==> src/rtl/fetch_stage_pkg.sv <==
// fetch_stage_pkg: shared state encodings, constants and helpers for the fetch stage
package fetch_stage_pkg;
  typedef logic [1:0] fetch_state_t;
  localparam fetch_state_t FETCH = 2'd0;
  localparam fetch_state_t HOLD = 2'd1;
  localparam fetch_state_t DISCARD = 2'd2;
  localparam logic [31:0] NOP_INSTR_DEF = 32'hF000_0000;
  localparam logic [31:0] PC_INC = 32'd4;
  function automatic logic [31:0] word_align(input logic [31:0] a);
    return a & ~32'h3;
  endfunction
endpackage

==> src/rtl/fetch_latch.sv <==
// fetch_latch: IF/ID register with rst > flush > stall > load > bubble priority
module fetch_latch
  import fetch_stage_pkg::*;
#(
  parameter logic [31:0] NOP_INSTR = NOP_INSTR_DEF
) (
  input  logic        clk,
  input  logic        rst,
  input  logic        flush,
  input  logic        stall,
  input  logic        load,
  input  logic [31:0] load_instr,
  input  logic [31:0] load_pc,
  output logic [31:0] instruction,
  output logic [31:0] pc_out,
  output logic        valid
);
  // bubbles and flushes keep pc_out so decode still sees the last real PC
  always_ff @(posedge clk) begin
    if (rst) begin
      instruction <= NOP_INSTR;
      pc_out <= '0;
      valid <= 1'b0;
    end else if (flush) begin
      instruction <= NOP_INSTR;
      valid <= 1'b0;
    end else if (!stall) begin
      instruction <= load ? load_instr : NOP_INSTR;
      pc_out <= load ? load_pc : pc_out;
      valid <= load;
    end
  end
endmodule

==> src/rtl/fetch_stage.sv <==
// fetch_stage: PC register, imem req/ready handshake and IF/ID latch feeding decode
module fetch_stage
  import fetch_stage_pkg::*;
#(
  parameter logic [31:0] RESET_PC = 32'h0000_0000,
  parameter logic [31:0] NOP_INSTR = NOP_INSTR_DEF
) (
  input  logic        clk,
  input  logic        rst,
  input  logic        stall,
  input  logic        branch_taken,
  input  logic [31:0] branch_target,
  output logic        imem_req,
  output logic [31:0] imem_addr,
  input  logic        imem_ready,
  input  logic [31:0] imem_rdata,
  output logic [31:0] instruction,
  output logic [31:0] pc_out,
  output logic        valid
);
  fetch_state_t state, state_d;
  logic [31:0] pc_reg, pc_d, redir_reg, redir_d, hold_instr, hold_instr_d, hold_pc, hold_pc_d;
  logic [31:0] tgt, pc_next;
  logic xfer, load;
  // pc_reg only moves on a transfer or redirect, so it is also the outstanding address
  assign imem_req = !rst && state != HOLD;
  assign imem_addr = pc_reg;
  assign xfer = imem_req && imem_ready;
  assign tgt = word_align(branch_target);
  assign pc_next = pc_reg + PC_INC;
  assign load = !branch_taken && !stall && ((state == FETCH && xfer) || state == HOLD);
  always_comb begin
    state_d = state;
    pc_d = pc_reg;
    redir_d = redir_reg;
    hold_instr_d = hold_instr;
    hold_pc_d = hold_pc;
    case (state)
      FETCH:
        if (xfer) begin
          pc_d = branch_taken ? tgt : pc_next;
          if (!branch_taken && stall) begin
            state_d = HOLD;
            hold_instr_d = imem_rdata;
            hold_pc_d = pc_next;
          end
        end else if (branch_taken) begin
          redir_d = tgt;
          state_d = DISCARD;
        end
      HOLD:
        if (branch_taken) begin
          state_d = FETCH;
          pc_d = tgt;
          hold_instr_d = NOP_INSTR;
          hold_pc_d = '0;
        end else if (!stall) state_d = FETCH;
      DISCARD:
        if (xfer) begin
          state_d = FETCH;
          pc_d = branch_taken ? tgt : redir_reg;
        end else if (branch_taken) redir_d = tgt;
      default: state_d = FETCH;
    endcase
  end
  always_ff @(posedge clk) begin
    if (rst) begin
      state <= FETCH;
      pc_reg <= RESET_PC;
      redir_reg <= '0;
      hold_instr <= NOP_INSTR;
      hold_pc <= '0;
    end else begin
      state <= state_d;
      pc_reg <= pc_d;
      redir_reg <= redir_d;
      hold_instr <= hold_instr_d;
      hold_pc <= hold_pc_d;
    end
  end
  fetch_latch #(.NOP_INSTR(NOP_INSTR)) u_latch (
    .clk(clk),
    .rst(rst),
    .flush(branch_taken),
    .stall(stall),
    .load(load),
    .load_instr(state == HOLD ? hold_instr : imem_rdata),
    .load_pc(state == HOLD ? hold_pc : pc_next),
    .instruction(instruction),
    .pc_out(pc_out),
    .valid(valid)
  );
endmodule

==> config.mk <==
export PLATFORM = sky130hd
export DESIGN_NAME = fetch_stage
export DESIGN_NICKNAME = d
export VERILOG_FILES = /design/src/rtl/fetch_stage_pkg.sv /design/src/rtl/fetch_latch.sv /design/src/rtl/fetch_stage.sv
export SDC_FILE = /design/constraint.sdc
export NUM_CORES = 1
export LEC_CHECK = 0
export ABC_AREA = 1
export CAP_MARGIN = 5
export CELL_PAD_IN_SITES_DETAIL_PLACEMENT = 0
export CELL_PAD_IN_SITES_GLOBAL_PLACEMENT = 2
export CORE_ASPECT_RATIO = 0.6
export CORE_MARGIN = 4
export CORE_UTILIZATION = 29
export CTS_CLUSTER_DIAMETER = 30
export DETAILED_ROUTE_END_ITERATION = 16
export GPL_ROUTABILITY_DRIVEN = 0
export PLACE_DENSITY = 0.8
export SLEW_MARGIN = 20
export SYNTH_ARGS = -nofsm -noshare
export SYNTH_HDL_FRONTEND = slang
export SYNTH_SLANG_ARGS = --single-unit
==> constraint.sdc <==
create_clock -name clk -period 2.3 [get_ports clk]
set_input_delay 0.575 -clock clk [delete_from_list [all_inputs] [get_ports clk]]
set_output_delay 0.575 -clock clk [all_outputs]
set_load 0.05 [all_outputs]
==> results of run 1 <==
[metal layers]
| metal | track usage, % | wire, microns | vias to the layer above |
|---|---|---|---|
| li1 | - | - | 4835 |
| met1 | 30.98 | 17930 | 4397 |
| met2 | 24.19 | 12830 | 309 |
| met3 | 4.747 | 2457 | 22 |
| met4 | 4.088 | 414 | 0 |
| met5 | 0 | 0 | - |
[final timing paths]
| check | start | slack, ns | endpoint |
|---|---|---|---|
| worst min register to register | hold_instr[21]$_SDFFE_PP0P_ | 0.44 | hold_instr[21]$_SDFFE_PP0P_ |
| worst max register to register | imem_addr[2]$_SDFFE_PP0P_ | 0.11 | u_latch.pc_out[16]$_SDFFE_PP0P_ |
| worst max-delay path | u_latch.pc_out[18]$_SDFFE_PP0P_ | 0.06 | pc_out[18] |
| worst min-delay path | hold_instr[21]$_SDFFE_PP0P_ | 0.44 | hold_instr[21]$_SDFFE_PP0P_ |
[cell usage after synthesis (all sizes together)]
cell / n
nand2: 396
a21oi: 243
dfxtp: 195
o21ai: 194
inv: 82
nor2: 62
clkbuf: 52
nand3: 47
buf: 45
a31oi: 17
xor2: 9
o211ai: 8
ha: 5
xnor2: 5
and2: 3
nand3b: 2
nor3: 2
or2: 2
a211oi: 1
a21o: 1
a22oi: 1
[power breakdown]
group | internal, W | leakage [nW] | switching [W]
clock | 0.00157 | 0.280 | 0.00148
sequential | 0.00390 | 1.59 | 0.000457
combinational | 0.00140 | 3.08 | 0.00303
total | 0.00686 | 4.95 | 0.00496
[logic make-up after synthesis]
group	count (synthesis)	synth area share, %
XOR/XNOR	14	1.318
AND/OR/NAND/NOR	514	22.15
adder cells (fa/ha/maj)	5	0.6724
AO/OA/AOI/OAI	465	25.66
buffers and inverters	179	8.244
flip-flops	195	41.96
[placed cells by master, fill, tap and decap left out, drive strengths merged]
master / Yosys / final
dlymetal6s2s: 0 / 3
dfxtp: 195 / 195
nand3: 47 / 47
clkbuf: 52 / 19
o21ai: 194 / 194
a21oi: 243 / 243
nor3: 2 / 2
a21o: 1 / 1
clkinvlp: 0 / 3
a31oi: 17 / 17
buf: 45 / 69
nor2: 62 / 62
a22oi: 1 / 1
or2: 2 / 2
clkdlybuf4s50: 0 / 134
inv: 82 / 88
and2: 3 / 3
nand3b: 2 / 2
nand2: 396 / 396
dlygate4sd2: 0 / 13
xor2: 9 / 9
clkinv: 0 / 3
bufinv: 0 / 1
xnor2: 5 / 5
a211oi: 1 / 1
o211ai: 8 / 8
ha: 5 / 5
[area by class of cell]
class                   instances  area [sq um]
clock buffers                  19         442.9
clock inverters                13         140.1
fillers                      3336         19300
inverters                      82         309.0
multi-input cells             998          4642
flip-flops and latches        195          3904
well taps                     416         520.5
repair buffers                219          2146
[through the flow]
| stage | setup WS (ns) | std cells | hold slack, ns |
|---|---|---|---|
| final | 0.05726 | 1942 | 0.4443 |
| after global routing | 0.003934 | 1942 | 0.4676 |
| after CTS | 0.01435 | 1942 | 0.4486 |
| after detailed placement | -0.08451 | 1910 | 0.4365 |
| after global placement | -0.07862 | 1910 | 0.4293 |
| after floorplan | 0.2828 | 1372 | 0.4216 |
[worst register-to-register path: stages, from the launching register on]
cell and delay, ns:
dfxtp_1 0.45, ha_1 0.24, nand2_1 0.10, nor2_1 0.15
nand2_1 0.07, nor2_1 0.28, xor2_1 0.42, nand2_1 0.22
a21oi_1 0.18
[what timing repair did]
action                     in CTS  in global routing
hold buffers                    0                  0
pin swaps                       0                  0
setup endpoints to repair      13                  3
resized for setup              13                  3
==> metrics.md, run 1 <==
| Metric | Value |
|---|---|
| Placed cell area | roughly 0.012 sq mm |
| CP peak stage delay | about 0.83 ns |
| Worst path depth | 1 |
| Fin. max-slew vios | 0 |
| Period utilisation layout | 97.51% |
| Global-route wire length before repair | about 52 mm |
| Hpwl dp | roughly 24 mm |
| Die outline area | 0.03511 sq mm |
| Max_cap viols | 0 |
| Synth-to-layout area growth | 30.10% |
| Fmax | 0.4459 GHz |
| # DRC | 0 |
| Clk pin slew, worst setup/hold paths | roughly 0.080 ns |
| Routed WL | about 34 mm |
| Ranking of synthesized cells by area | dfxtp_1 42%, nand2_1 16%, a21oi_1 13% |
| Antenna violations before repair | 0 |
| Die Span Y | 146.7 microns |
| Seq/Total Area, Yosys | 41.96% |
| Power density cells | slightly below 1000 mW/mm^2 |
| WS Path Type | reg -> out |
| Nets | around 1.6k |
| Pleak | ~5.0 nW |
| Setup TNS | 0 ns |
| Hold Path Class | reg -> reg |
| Mapped Area | approximately 0.0093 sq mm |
| CTS Buffer Depth | 2 |
| CP max-delay cell | clkdlybuf4s50_1 |
| I/O pin cnt | 167 |
| Gr ovfl total | 0 |
| Netlist cell types | 32 |
| Max rail drop VDD | just under 0.5 mV |
| Clock skew | about 0.014 ns |
| Yosys synthesis warning count | 0 |
| Worst-Skew Late Latency | 0.46 ns |
| Final hold vios | 0 |
| Mean post-synth cell area | 6.781 sq um |
| Top cell type's share of synthesized area | between 40% and 50% |
| CTS tree | yes |
| Clock Sinks | roughly 200 |
| Die outline width | 239.2 microns |
| WP data arrival | ~1.7 ns |
| Via count | 9563 |
| TritonCTS Buffers | 17 |
| Antenna cells | 0 |
| Syn Inst Count | 1372 |
| Worst Setup Start Kind | flop |
| Endpoints failing setup | 0 |
| Post-layout min period | approximately 2.2 ns |
| Worst path bufs/invs | 1 |
| Routed len/inst | 17.32 microns |
| Layout cells sized above 1 | 7.929% |
| R2R depth | 8 |
| Crit-path cells | clkdlybuf4s50_1 |
| Vias in the first global route | ~8.5k |
| CORE AREA | roughly 0.031 sq mm |
| Port bufs | roughly 160 |
| H-tree levels | 4 |
| Critical Path Sink Type | output pin |
| Via density | 4.924 |
| Syn_nets | 1446 |
| Rel. slew slack | between 60% and 70% |
| FP Rows | 50 |
| Util after Layout | approximately two fifths |
| GRT Resource Usage Total | roughly a fifth |
| Measured slew at the worst slew-check pin | roughly 0.56 ns |
| Status | completed |
| Top cell family by delay on the critical path | buffers and inverters |
| Critical path fanouts, max | 2 |
| Largest net degree at the start of global routing | slightly above 80 |
| DR iter-0 viols | roughly 870 |
| RSZ-0062 raised after global routing | no |
| Clk Tree Root Cell | clkbuf_16 |
| Initial cell density of the core | about 30% |
| Hold path cells | 2 |
| Worst EP required | between 1.5 and 2 ns |
| Final instance area | roughly 0.012 sq mm |
| Initial DRT Pass Iterations | 5 |
| Remaining antenna violation count | 0 |
| #FFs+latches synth | between 150 and 200 |
| Area leader, netlist | dfxtp_1 |
| Total power draw | between 0.01 and 0.015 W |
| Setup Fix Bufs, Post-CTS | 0 |
(Power assumes the default switching activity.)
==> run 2: changes to the inputs <==
--- a/config.mk
+++ b/config.mk
@@ -10,12 +10,12 @@
 export CELL_PAD_IN_SITES_DETAIL_PLACEMENT = 0
 export CELL_PAD_IN_SITES_GLOBAL_PLACEMENT = 2
 export CORE_ASPECT_RATIO = 0.6
-export CORE_MARGIN = 4
+export CORE_MARGIN = 3
 export CORE_UTILIZATION = 29
-export CTS_CLUSTER_DIAMETER = 30
 export DETAILED_ROUTE_END_ITERATION = 16
 export GPL_ROUTABILITY_DRIVEN = 0
 export PLACE_DENSITY = 0.8
+export RECOVER_POWER = 25
 export SLEW_MARGIN = 20
 export SYNTH_ARGS = -nofsm -noshare
 export SYNTH_HDL_FRONTEND = slang
==> metrics.md, run 2 (synthesis results as in run 1) <==
| Metric | Value |
|---|---|
| Worst path bufs/invs | 1 (unchanged) |
| Setup TNS | 0 ns (unchanged) |
| DR iter-0 viols | 759 (was 867) |
| Port bufs | 164 (unchanged) |
| Power density cells | 979.4 mW/mm^2 (was 976.3 mW/mm^2) |
| Final hold slack | 0.4466 ns (was 0.4443 ns) |
| Critical Path Sink Type | output pin (unchanged) |
| Final hold vios | 0 (unchanged) |
| Nets | 1588 (was 1587) |
| Via count | 9439 (was 9563) |
| Multi-input gate area in the final layout | 0.004639 sq mm (was 0.004642 sq mm) |
| Hold Path Class | reg -> reg (unchanged) |
| Die Span Y | 144.7 microns (was 146.7 microns) |
| Initial cell density of the core | 29.63% (unchanged) |
| Top cell family by delay on the critical path | buffers and inverters (unchanged) |
| Vias in the first global route | 8411 (was 8547) |
| Routed WL | 33.69 mm (was 33.64 mm) |
| Remaining antenna violation count | 0 (unchanged) |
| Crit-path cells | clkdlybuf4s50_1 (unchanged) |
| CTS Buffer Depth | 2 (unchanged) |
| Routed len/inst | 17.34 microns (was 17.32 microns) |
| Reg area | 0.003904 sq mm (unchanged) |
| Die outline area | 0.03434 sq mm (was 0.03511 sq mm) |
| GRT Resource Usage Total | 19.57% (was 18.94%) |
| WP data arrival | 1.69 ns (was 1.67 ns) |
| I/O pin cnt | 167 (unchanged) |
| Fin. max-slew vios | 0 (unchanged) |
| Worst EP required | 1.73 ns (about the same) |
| Placed cell area | 0.01161 sq mm (was 0.01153 sq mm) |
| Most frequent cells in the layout | 394 x nand2_1, 242 x a21oi_1, 195 x dfxtp_1 (unchanged) |
| Gr ovfl total | 0 (unchanged) |
| Setup ws final | 0.03210 ns (was 0.05726 ns) |
| Hpwl dp | 23.50 mm (was 23.56 mm) |
| H-tree levels | 4 (unchanged) |
| Measured slew at the worst slew-check pin | 0.7128 ns (was 0.5579 ns) |
| CTS tree | yes (unchanged) |
| Max_cap viols | 0 (unchanged) |
| Pleak | 4.888 nW (was 4.955 nW) |
| Layout cells sized above 1 | 7.138% (was 7.929%) |
| Die outline width | 237.2 microns (was 239.2 microns) |
| Via density | 4.858 (was 4.924) |
| Critical path fanouts, max | 2 (unchanged) |
| Post-layout min period | 2.268 ns (was 2.243 ns) |
| TritonCTS Buffers | 17 (unchanged) |
| Antenna cells | 0 (unchanged) |
| WS Path Type | reg -> out (unchanged) |
| Global-route wire length before repair | 51.75 mm (was 51.89 mm) |
| Endpoints failing setup | 0 (unchanged) |
| Rel. slew slack | 52.69% (was 62.69%) |
| Clock Sinks | 195 (unchanged) |
| CP peak stage delay | 0.89 ns (was 0.83 ns) |
| Max rail drop VDD | 0.5783 mV (was 0.4865 mV) |
| Synth-to-layout area growth | 30.37% (was 30.10%) |
| Largest net degree at the start of global routing | 81 (unchanged) |
| Filler instances | 3364 (was 3336) |
| Clock skew | 0.01098 ns (was 0.01394 ns) |
| CP max-delay cell | clkdlybuf4s50_1 (unchanged) |
| RSZ-0062 raised after global routing | no (unchanged) |
| FP Rows | 50 (unchanged) |
| Clk pin slew, worst setup/hold paths | 0.08 ns (about the same) |
| Initial DRT Pass Iterations | 5 (unchanged) |
| Fmax | 0.4409 GHz (was 0.4459 GHz) |
| Worst Setup Start Kind | flop (unchanged) |
| Period utilisation layout | 98.60% (was 97.51%) |
| Status | completed (unchanged) |
| # DRC | 0 (unchanged) |
| Hold_buf cts | 0 (unchanged) |
| Clk Tree Root Cell | clkbuf_16 (unchanged) |
| Worst-Skew Late Latency | 0.47 ns (was 0.46 ns) |
| Pre-CTS setup slack | -0.1081 ns (was -0.08451 ns) |
| Antenna violations before repair | 0 (unchanged) |
| Final instance area | 0.01213 sq mm (was 0.01210 sq mm) |
| CORE AREA | 0.03141 sq mm (unchanged) |
| Commonest non-fill, non-tap cell in the layout | nand2_1 (unchanged) |
run 2: cell types whose count changed in the layout (fill, tap and decap cells not counted), sizes merged:
| cell | delta |
|---|---|
| clkbuf | +18 |
| clkinv | +2 |
| dlymetal6s2s | -3 |
| clkinvlp | -3 |
| clkdlybuf4s50 | +2 |
| buf | -16 |
| inv | +1 |
run 2: layer usage:
metal	global-route usage, %	vias to the layer above	wire [microns]
li1	-	4842	-
met1	31.86	4350	18760
met2	26.09	230	12950
met3	3.371	17	1727
met4	4.028	0	252
met5	0	-	0
run 2: final timing paths:
path	from	to	slack [ns]	cells past startpoint
max	u_latch.pc_out[5]$_SDFFE_PP0P_	pc_out[5]	0.03	1
min	hold_instr[21]$_SDFFE_PP0P_	hold_instr[21]$_SDFFE_PP0P_	0.45	2
max reg2reg	state[0]$_SDFFE_PP0P_	imem_addr[0]$_SDFFE_PP0P_	0.21	11
min reg2reg	hold_instr[21]$_SDFFE_PP0P_	hold_instr[21]$_SDFFE_PP0P_	0.45	2
run 2: timing repair:
| item | in CTS | in global routing |
|---|---|---|
| hold endpoints to repair | 0 | 0 |
| gates resized for setup | 13 | 2 |
| setup endpoints to repair | 13 | 2 |
| setup buffers | 0 | 0 |
run 2: report_power, final:
group	switching, W	internal, W	total [W]	leakage (nW)
combinational	0.00305	0.00138	0.00444	3.00
sequential	0.000421	0.00389	0.00432	1.59
clock	0.00154	0.00159	0.00312	0.295
run 2: area by class of cell:
| type | instances | area share, % |
|---|---|---|
| Multi-Input combinational cell | 998 | 38.25 |
| Sequential cell | 195 | 32.18 |
| Clock inverter | 13 | 1.320 |
| Inverter | 82 | 2.548 |
| Tap cell | 416 | 4.291 |
| Clock buffer | 19 | 3.652 |
| Timing Repair Buffer | 220 | 17.75 |
run 2: metrics by stage:
| stage | util [%] | total power, W | std cells |
|---|---|---|---|
| final | 38.62 | 0.01188 | 1943 |
| after detailed placement | 36.98 | 0.008913 | 1911 |
| after CTS | 38.85 | 0.01202 | 1943 |
| after floorplan | - | 0.007077 | 1372 |
| after global placement | 36.98 | 0.008891 | 1911 |
| after global routing | 38.62 | 0.01260 | 1943 |
==> run 3: changes to the inputs <==
--- a/config.mk
+++ b/config.mk
@@ -16,7 +16,7 @@
 export GPL_ROUTABILITY_DRIVEN = 0
 export PLACE_DENSITY = 0.8
 export RECOVER_POWER = 25
-export SLEW_MARGIN = 20
+export SLEW_MARGIN = 40
 export SYNTH_ARGS = -nofsm -noshare
 export SYNTH_HDL_FRONTEND = slang
 export SYNTH_SLANG_ARGS = --single-unit
==> results of run 3 <==
The final DEF is identical to that of run 2; final timing and power are the same.
